[src/rtl/nes_controller_port.sv]
// NES standard-controller port responder: two 4021-style shift registers that are
// loaded while OUT0 is high and advance one bit on each $4016/$4017 read strobe release.
module nes_controller_port #(
    parameter logic [2:0] OPEN_BUS    = 3'b010,
    parameter int         SYNC_STAGES = 2
) (
    input  logic       clock,
    input  logic       nreset,
    input  logic       naddr4016r,
    input  logic       naddr4017r,
    input  logic [2:0] addr4016w,
    input  logic [7:0] pad1_buttons,
    input  logic [7:0] pad2_buttons,
    output logic [7:0] data_out,
    output logic       data_oe,
    output logic [3:0] pad1_count,
    output logic [3:0] pad2_count
);

    localparam logic [3:0] COUNT_MAX = 4'd8;

    logic       out0;
    logic       unused_write_bits;
    logic [7:0] pad_in   [2];
    logic       strobe_n [2];
    logic       ser      [2];
    logic [3:0] count    [2];

    assign out0              = addr4016w[0];
    assign unused_write_bits = ^addr4016w[2:1];

    assign pad_in[0]   = pad1_buttons;
    assign pad_in[1]   = pad2_buttons;
    assign strobe_n[0] = naddr4016r;
    assign strobe_n[1] = naddr4017r;

    genvar gi;
    generate
        for (gi = 0; gi < 2; gi++) begin : g_port
            logic [7:0] sync_reg [SYNC_STAGES];
            logic [7:0] synced;
            logic [7:0] shift_reg;
            logic [7:0] shift_next;
            logic [3:0] count_reg;
            logic [3:0] count_next;
            logic       prev_reg;
            logic       strobe_release;

            // Button synchronizer: raw pad pins are asynchronous to the CPU clock.
            always_ff @(posedge clock) begin
                if (!nreset) begin
                    for (int i = 0; i < SYNC_STAGES; i++) begin
                        sync_reg[i] <= 8'h00;
                    end
                end else begin
                    sync_reg[0] <= pad_in[gi];
                    for (int i = 1; i < SYNC_STAGES; i++) begin
                        sync_reg[i] <= sync_reg[i-1];
                    end
                end
            end

            assign synced = sync_reg[SYNC_STAGES-1];

            // Shift only on the low-to-high edge of the read strobe, so a long read shifts once.
            assign strobe_release = !prev_reg && strobe_n[gi];

            always_comb begin
                shift_next = shift_reg;
                count_next = count_reg;
                if (out0) begin
                    shift_next = synced;
                    count_next = 4'd0;
                end else if (strobe_release) begin
                    shift_next = {1'b1, shift_reg[7:1]};
                    count_next = (count_reg >= COUNT_MAX) ? COUNT_MAX : count_reg + 4'd1;
                end
            end

            always_ff @(posedge clock) begin
                if (!nreset) begin
                    shift_reg <= 8'h00;
                    count_reg <= 4'd0;
                    prev_reg  <= 1'b1;
                end else begin
                    shift_reg <= shift_next;
                    count_reg <= count_next;
                    prev_reg  <= strobe_n[gi];
                end
            end

            // While OUT0 is high the 4021 is transparent: the A button appears directly.
            assign ser[gi]   = out0 ? synced[0] : shift_reg[0];
            assign count[gi] = count_reg;
        end
    endgenerate

    assign pad1_count = count[0];
    assign pad2_count = count[1];

    // Port 1 wins if both strobes are low; the upper bits mimic open-bus $40.
    always_comb begin
        data_out = 8'h00;
        data_oe  = 1'b0;
        if (!naddr4016r) begin
            data_out = {OPEN_BUS, 4'b0000, ser[0]};
            data_oe  = 1'b1;
        end else if (!naddr4017r) begin
            data_out = {OPEN_BUS, 4'b0000, ser[1]};
            data_oe  = 1'b1;
        end
    end

endmodule

[config.mk]
export PLATFORM = sky130hd
export DESIGN_NAME = nes_controller_port
export DESIGN_NICKNAME = d
export VERILOG_FILES = /design/src/rtl/nes_controller_port.sv
export SDC_FILE = /design/constraint.sdc
export NUM_CORES = 1
export LEC_CHECK = 0
export BUFFER_PORTS_ARGS = -buffer_cell sky130_fd_sc_hd__buf_2
export CAP_MARGIN = 20
export CORE_MARGIN = 1
export CORE_UTILIZATION = 53
export DETAILED_ROUTE_END_ITERATION = 7
export PLACE_DENSITY = 0.77
export SYNTH_ARGS = -nofsm -noshare
export SYNTH_HDL_FRONTEND = slang
export SYNTH_SLANG_ARGS = --single-unit
[constraint.sdc]
create_clock -name clock -period 1.05 [get_ports clock]
set_input_delay 0.105 -clock clock [delete_from_list [all_inputs] [get_ports clock]]
set_output_delay 0.105 -clock clock [all_outputs]
set_load 0.01 [all_outputs]
==> out/metrics.yaml, run 1 <==
min_path:
  worst_hold_startpoint: "nreset"
  hold_class: "primary input to flop"
  whs_path_depth: 2
  holdPathEnd: "g_port[0].prev_reg"
pwr:
  combPwrFrac_pct: 7.3
  power_density_mw_per_mm2: 1720
  power.ir.vdd_worst_uv: 1650
  share_seq_of_total_power_pct: 50.5
  switching_share_pct: 20.7
  power.clock.fraction_pct: 42.2
  net-switching-power_mw: 0.956
  cellInternalPower_mw: 3.67
  p_leak_nw: 1.12
sta:
  worst_slack_ns: -0.0640
  setup_violations: 1
  max_freq_mhz: 898
  layout_worst_path_cycle_share_pct: 106
  timing.setup.tns_ns: -0.0640
  fin_crit_ns: 1.11
  finalHoldViolations: 0
  clk_skew_ns: 0.00361
  slew_violations: 0
  unrepaired_setup_endpoints_after_global_routing: "yes"
critical_path:
  crit_required_ns: 0.94
  capturing_point_of_the_worst_reg2reg_path: "pad1_count[0]"
  worstPathMaxFanout: 2
  worst-r2r-cell-count: 3
  timing.setup.critical_path_class: "flop to output port"
  worst_setup_path_start_kind: "flop"
  critical_path.reg2reg.startpoint: "g_port[0].prev_reg"
  cp-end-kind: "output port"
  critPathSlowestCell: "dfxtp_2"
  slack_of_the_worst_reg_to_reg_path_ns: 0.04
  critical_path_arrival_ns: 1.01
  critPathBufInv: 1
  critical_path.max_stage_delay_ns: 0.33
  crit_chain: "mux2i_1 > o22ai_1 > buf_2"
  worst_path_dominant_cell_family: "flip-flops"
  cp.depth: 3
clock_tree:
  htree_num_levels: 3
  clock_tree.buffer_depth: 2
  clock_tree_from_tritoncts: "done"
  cts_root_buffer: "clkbuf_8"
  worst_path_clk_slew_ns: 0.06
  cts_post_setup_buffers_inserted: 0
  clk-insertion-delay-late_ns: 0.32
  numClockSinks: 58
  cts_buf_count: 9
finish:
  antenna_cells: 0
  design.final.nets: 295
  flip_flop_count_of_the_largest_register_all_copies_and_words_added: 32
  area_delta_synth_final_pct: 27.7
  final_cells: 319
  multi_input_comb_area_um2: 846
  seq_area_mm2: 0.00118
  post_route_cells_drive_above_1_share_pct: 27.3
  num-fill-cells: 297
grt:
  gr-total-overflow: 0
  grt_max_degree: 29
  gr-usage-all-layers_pct: 18.6
  grt_pass1_wl_um: 5690
  first_global_vias: 1360
  antenna_found_initial: 0
logic_synthesis:
  post_synth_xor_area_fraction_pct: 0
  yosys-top-cells-count: "58 x dfxtp_1, 33 x nand2_1, 32 x and2_1"
  post_synth_mux_area_share_pct: 0.953
  yosysWarningCount: 0
  synth_edf_count: 0
  synthArstFlopShare_pct: 0
  synth-compound-area-share_pct: 11.7
  synth.ff_latch_count: 58
  synthesis.instances: 218
  synth-adder-area-share_pct: 2.38
  synth.area.top_cells: "dfxtp_1 55%, and2_1 9.5%, nand2_1 5.9%"
  synth_largest_type_area_fraction_pct: 55.3
  synth_top_family_by_area: "simple AND/OR/NAND/NOR gates"
  synthesis.area_mm2: 0.00210
  synth.yosys.seq_area_share_pct: 55.3
  yosys.cell_types.count: 32
  synth.largest_area_cell: "dfxtp_1"
  synth.most_common_cell: "dfxtp_1"
  synth_ff_type: "dfxtp_1"
  yosys.area_share.simple_pct: 22.2
  avgSynthCellArea_um2: 9.64
drt:
  drc: 0
  drt-wirelength-per-cell_um: 11.4
  num_vias: 1577
  routed_wl_um: 3620
  drt.antenna.violating_nets: 0
  firstDrtPassIters: 4
  route.detailed.vias_per_inst: 4.94
  drtIter0Drc: 64
die:
  placeableCoreArea_mm2: 0.00374
  fp.dieW_um: 65.0
  dieHeight_um: 65.0
  ios: 40
  initial_utilization_pct: 56.1
  num_rows: 22
  fp.dieArea_mm2: 0.00422
place:
  numPlacedInstances: 288
  gp_routability_congestion: 0.785
  place_hpwl_um: 2140
  numPortBuffers: 31
outcome:
  violations: "negative setup slack"
  result_of_the_run: "finished, violations left"
run:
  timing.max_cap.violations: 0
[cells in the final DEF, fill, tap and decap left out, drive strengths merged]
master       netlist  final
a21oi              6      6
a31oi             14     14
a41oi              2      2
and2              32     32
and2b              1      1
buf               18     37
bufinv             0      1
clkbuf             2     11
clkinv             0      2
conb               1      6
dfxtp             58     58
dlygate4sd3        0     16
ha                 4      4
inv                5      5
mux2i              2      2
nand2             34     34
nand2b             6      6
nand3              2      2
nand3b             2      2
nor2               6      6
nor2b              1      2
o21ai             16     16
o22ai              1      1
o311a              2      2
or2b               1      1
or3                2      2
[worst max-delay path by stage]
stage / start / end / slack [ns]
floorplan: pad1_count[0] / pad1_count[1] / 0.03
global placement: g_port[1].prev_reg / g_port[1].shift_reg[7] / 0.02
detailed placement: g_port[1].prev_reg / g_port[1].shift_reg[7] / -0.02
CTS: g_port[1].sync_reg[0][8] / data_out[0] / -0.09
global route: g_port[0].sync_reg[0][8] / data_out[0] / -0.14
finish: g_port[1].sync_reg[0][8] / data_out[0] / -0.06
[per-stage QoR]
step | worst slack, ns | hold WS [ns] | util (%) | power, mW | area, um^2
after global routing | -0.139 | 0.0370 | 71.7 | 4.82 | 2680
after CTS | -0.0885 | 0.00469 | 69.9 | 4.65 | 2620
after floorplan | 0.0311 | 0.206 | - | 2.58 | 2120
after global placement | 0.0193 | 0.311 | 60.6 | 2.65 | 2270
final | -0.0640 | 0.0475 | 71.7 | 4.62 | 2680
after detailed placement | -0.0187 | 0.313 | 60.6 | 2.66 | 2270
[routing by layer]
metal	vias to the layer above	wire, um	GRT usage (%)
met3	4	186	8.10
met1	718	1650	20.9
met2	55	1730	29.4
met4	0	54	10.0
li1	800	-	-
met5	-	0	0
[final cells by class]
type                            instances  share of cell area (%)
Clock inverter                          3                    1.49
Tap cell                               48                    2.24
Timing Repair Buffer                   53                    14.5
Multi-Input combinational cell        141                    31.5
Inverter                                5                   0.700
Sequential cell                        58                    43.9
Clock buffer                           11                    5.64
[power groups by stage]
stage,Combinational (mW),Clock [mW],Sequential [mW]
final,0.336,1.95,2.34
after global placement,0.267,0,2.38
after floorplan,0.209,0,2.38
after CTS,0.321,1.99,2.34
after detailed placement,0.274,0,2.38
after global routing,0.371,2.10,2.34
[timing repair]
| action | in CTS | in global routing |
|---|---|---|
| gates resized for setup | 3 | 17 |
| endpoints found under the setup margin | 7 | 10 |
| cloned | 0 | 1 |
| pin swaps | 2 | 1 |
| hold buffers | 15 | 1 |
| endpoints found under the hold margin | 15 | 1 |
[cells by family (layout without fill, tap and decap cells)]
kind of cell	Yosys count	count (layout)
buffers and inverters	25	72
muxes	2	2
AOI/OAI and AO/OA	41	41
and+or+nand+nor	87	88
other	1	6
adders and majority gates	4	4
DFF	58	58
(Power assumes the default switching activity.)
==> inputs of run 2 (changes only) <==
Settings changed: CELL_PAD_IN_SITES_DETAIL_PLACEMENT set to 1, CELL_PAD_IN_SITES_GLOBAL_PLACEMENT set to 2, CORE_UTILIZATION 53 to 33, PLACE_DENSITY 0.77 to unset, PLACE_DENSITY_LB_ADDON set to 0.1.
==> out/metrics.yaml, run 2 (same netlist as run 1, synthesis figures left out) <==
outcome:
  result_of_the_run: "finished, violations left"
  violations: "negative setup slack"
clock_tree:
  worst_path_clk_slew_ns: 0.07
  clock_tree_from_tritoncts: "done"
  cts_buf_count: 9
  clk-insertion-delay-late_ns: 0.33
  numClockSinks: 58
  clock_tree.buffer_depth: 2
  htree_num_levels: 3
  cts_post_setup_buffers_inserted: 0
  cts_root_buffer: "clkbuf_8"
pwr:
  total_power_mw: 4.98
  power.ir.vdd_worst_uv: 785
  p_leak_nw: 1.14
  power_density_mw_per_mm2: 1800
critical_path:
  crit_required_ns: 0.94
  cp-end-kind: "output port"
  timing.setup.critical_path_class: "flop to output port"
  worstPathMaxFanout: 2
  worst_setup_path_start_kind: "flop"
  critical_path_arrival_ns: 1.07
finish:
  num-fill-cells: 728
  stdcell_area_mm2: 0.00276
  mostFrequentLayoutCells: "51 x dfxtp_1, 33 x nand2_1, 32 x and2_1, 30 x buf_2, 16 x dlygate4sd3_1"
  design.final.nets: 298
  area_delta_synth_final_pct: 31.6
  multi_input_comb_area_um2: 818
  antenna_cells: 0
  seq_area_mm2: 0.00117
  postLayoutCoreUtil_pct: 45.9
  final_common_cell: "dfxtp_1"
  final_cells: 350
  flip_flop_count_of_the_largest_register_all_copies_and_words_added: 32
  post_route_cells_drive_above_1_share_pct: 26.5
grt:
  grt_pass1_wl_um: 6670
  grt_max_degree: 36
  gr-usage-all-layers_pct: 13.3
  first_global_vias: 1458
  antenna_found_initial: 0
  gr-total-overflow: 0
die:
  placeableCoreArea_mm2: 0.00603
  dieHeight_um: 81.8
  fp.dieW_um: 81.8
  initial_utilization_pct: 34.9
  ios: 40
  fp.dieArea_mm2: 0.00669
  num_rows: 28
drt:
  route.detailed.vias_per_inst: 4.39
  drtIter0Drc: 58
  routed_wl_um: 3770
  drc: 0
  num_vias: 1537
  drt-wirelength-per-cell_um: 10.8
  firstDrtPassIters: 4
  drt.antenna.violating_nets: 0
min_path:
  hold_class: "primary input to flop"
sta:
  layout_worst_path_cycle_share_pct: 112
  finalHoldWorstSlack_ns: 0.0351
  setup_violations: 1
  finalHoldViolations: 0
  slew_violations: 0
  unrepaired_setup_endpoints_after_global_routing: "yes"
  fin_crit_ns: 1.18
  clk_skew_ns: 0.00510
  worst_slack_ns: -0.127
  timing.setup.tns_ns: -0.127
  max_freq_mhz: 850
place:
  dpl_cell_area_mm2: 0.00235
  numPortBuffers: 31
  gp_routability_congestion: 0.695
  numPlacedInstances: 319
  post-place-ws_ns: -0.0268
  place_hpwl_um: 2410
run:
  timing.max_cap.violations: 0
## run 2: routing by layer
| metal | vias to the layer above | share of wire, % | global-route usage (%) |
|---|---|---|---|
| met3 | 8 | 5.7 | 4.89 |
| met5 | - | 0 | 0 |
| met2 | 45 | 41 | 18.8 |
| li1 | 805 | - | - |
| met4 | 0 | 1.5 | 6.32 |
| met1 | 679 | 51 | 17.7 |
## run 2: final cells by class
cell class                      instances  share of cell area (%)
Sequential cell                        58                    42.4
Multi-Input combinational cell        140                    29.6
Timing Repair Buffer                   57                    15.7
Clock buffer                           11                    5.48
Tap cell                               75                    3.40
Clock inverter                          4                    2.72
Inverter                                5                   0.679
## run 2: repair_timing
item / 4_1_cts / 5_1_grt
pin swaps: 1 / 2
setup endpoints to repair: 12 / 17
hold buffers: 16 / 0
hold endpoints to repair: 16 / 0
resized for setup: 4 / 9
## run 2: power breakdown
part	internal, mW	switching, mW
registers	2.30	0.0349
clock network	1.45	0.856
logic	0.183	0.155
total	3.93	1.05
## run 2: worst paths after layout
| path | depth (start not counted) | end | from | slack (ns) |
|---|---|---|---|---|
| worst min register to register | 1 | g_port[0].sync_reg[0][15] | g_port[0].sync_reg[0][7] | 0.43 |
| worst max-delay path | 3 | data_out[0] | g_port[1].sync_reg[0][8] | -0.13 |
| worst max register to register | 3 | g_port[0].shift_reg[7] | g_port[0].prev_reg | 0.06 |
| worst min-delay path | 2 | g_port[1].prev_reg | naddr4017r | 0.04 |
## run 2: worst max-delay path, cell delays in order (launching register included)
cell     delay [ns]
dfxtp_2        0.33
mux2i_1        0.08
o22ai_1        0.18
buf_2          0.16
==> inputs of run 3 (changes only) <==
==> constraint.sdc (replaced) <==
create_clock -name clock -period 1.05 [get_ports clock]
set_input_delay 0.105 -clock clock [delete_from_list [all_inputs] [get_ports clock]]
set_output_delay 0.105 -clock clock [all_outputs]
set_load 0.005 [all_outputs]
==> out/metrics.yaml, run 3 (same netlist as run 1, synthesis figures left out) <==
outcome:
  result_of_the_run: "finished, violations left"
  violations: "negative setup slack"
clock_tree:
  numClockSinks: 58
  cts_root_buffer: "clkbuf_8"
  htree_num_levels: 3
  clk-insertion-delay-late_ns: 0.33
  cts_post_setup_buffers_inserted: 0
  cts_buf_count: 9
  clock_tree_from_tritoncts: "done"
  worst_path_clk_slew_ns: 0.07
  clock_tree.buffer_depth: 2
grt:
  gr-total-overflow: 0
  antenna_found_initial: 0
  grt_pass1_wl_um: 6670
  first_global_vias: 1458
  gr-usage-all-layers_pct: 13.3
  grt_max_degree: 36
drt:
  met3_length_um: 219
  drt-wirelength-per-cell_um: 10.8
  drc: 0
  drtIter0Drc: 58
  firstDrtPassIters: 4
  drt.antenna.violating_nets: 0
  met1_length_um: 1940
  met2WireLength_um: 1550
  routed_wl_um: 3770
  highest_metal_layer_with_signal_wires: "met4"
  route.detailed.vias_per_inst: 4.39
  num_vias: 1537
die:
  placeableCoreArea_mm2: 0.00603
  dieHeight_um: 81.8
  fp.dieArea_mm2: 0.00669
  initial_utilization_pct: 34.9
  ios: 40
  fp.dieW_um: 81.8
  num_rows: 28
critical_path:
  critical_path.max_stage_delay_ns: 0.33
  critical_path_arrival_ns: 1.05
  worstPathMaxFanout: 2
  worst_setup_path_start_kind: "flop"
  worst_path_dominant_cell_family: "flip-flops"
  crit_required_ns: 0.94
  timing.setup.critical_path_class: "flop to output port"
  cp-end-kind: "output port"
  crit_chain: "mux2i_1 > o22ai_1 > buf_2"
  critPathBufInv: 1
  critPathSlowestCell: "dfxtp_2"
sta:
  fin_crit_ns: 1.16
  finalHoldWorstSlack_ns: 0.0351
  slew_violations: 0
  finalHoldViolations: 0
  clk_skew_ns: 0.00510
  setup_violations: 1
  unrepaired_setup_endpoints_after_global_routing: "yes"
  worst_slack_ns: -0.109
  max_freq_mhz: 863
  layout_worst_path_cycle_share_pct: 110
finish:
  flip_flop_count_of_the_largest_register_all_copies_and_words_added: 32
  final_common_cell: "dfxtp_1"
  design.final.nets: 298
  post_route_cells_drive_above_1_share_pct: 26.5
  mostFrequentLayoutCells: "51 x dfxtp_1, 33 x nand2_1, 32 x and2_1, 31 x buf_2, 16 x dlygate4sd3_1"
  antenna_cells: 0
  area_delta_synth_final_pct: 31.3
place:
  gp_routability_congestion: 0.695
  numPortBuffers: 31
  place_hpwl_um: 2410
pwr:
  p_leak_nw: 1.14
  total_power_mw: 4.97
  power_density_mw_per_mm2: 1800
  power.ir.vdd_worst_uv: 785
run:
  timing.max_cap.violations: 0
min_path:
  hold_class: "primary input to flop"
run 3: cell types whose count changed in the layout (fill, tap and decap cells not counted):
cell,before,now
buf_2,30,31
buf_6,1,0
run 3: cell type report:
type | count | area, um^2
multi-input cells | 140 | 818
clock inverters | 4 | 75.1
flip-flops and latches | 58 | 1170
clock buffers | 11 | 151
well taps | 75 | 93.8
fillers | 729 | 3270
inverters | 5 | 18.8
repair buffers | 57 | 428
run 3: path summary, 6_finish.rpt:
check	from	to	slack (ns)	depth (start not counted)
hold / removal	naddr4017r	g_port[1].prev_reg	0.04	2
setup / recovery	g_port[1].sync_reg[0][8]	data_out[0]	-0.11	3
setup reg to reg	g_port[0].prev_reg	g_port[0].shift_reg[7]	0.06	3
hold reg to reg	g_port[0].sync_reg[0][7]	g_port[0].sync_reg[0][15]	0.43	1
run 3: repair_timing:
| item | CTS | global route |
|---|---|---|
| gates resized for setup | 4 | 8 |
| setup endpoints to repair | 12 | 17 |
| hold buffers | 16 | 0 |
| pin swaps | 1 | 2 |
| hold endpoints to repair | 16 | 0 |
run 3: through the flow:
stage / instances / setup TNS, ns / cell area [um^2] / setup slack, ns / util (%)
after detailed placement: 319 / -0.114 / 2350 / -0.0268 / 38.9
after global placement: 319 / -0.0162 / 2350 / -0.0118 / 38.9
final: 350 / -0.109 / 2760 / -0.109 / 45.8
after floorplan: 223 / 0 / 2120 / 0.0718 / -
after CTS: 350 / -0.130 / 2740 / -0.130 / 45.4
after global routing: 350 / -0.175 / 2760 / -0.175 / 45.8
run 3: report_power, final:
group,leakage [nW],internal [mW],switching (mW)
Clock,0.108,1.45,0.856
Combinational,0.552,0.182,0.147
Sequential,0.482,2.30,0.0349
Total,1.14,3.93,1.04
run 3: metal layers:
metal / track usage [%] / up-vias
met1: 17.7 / 679
met2: 18.8 / 45
met5: 0 / -
li1: - / 805
met3: 4.89 / 8
met4: 6.32 / 0
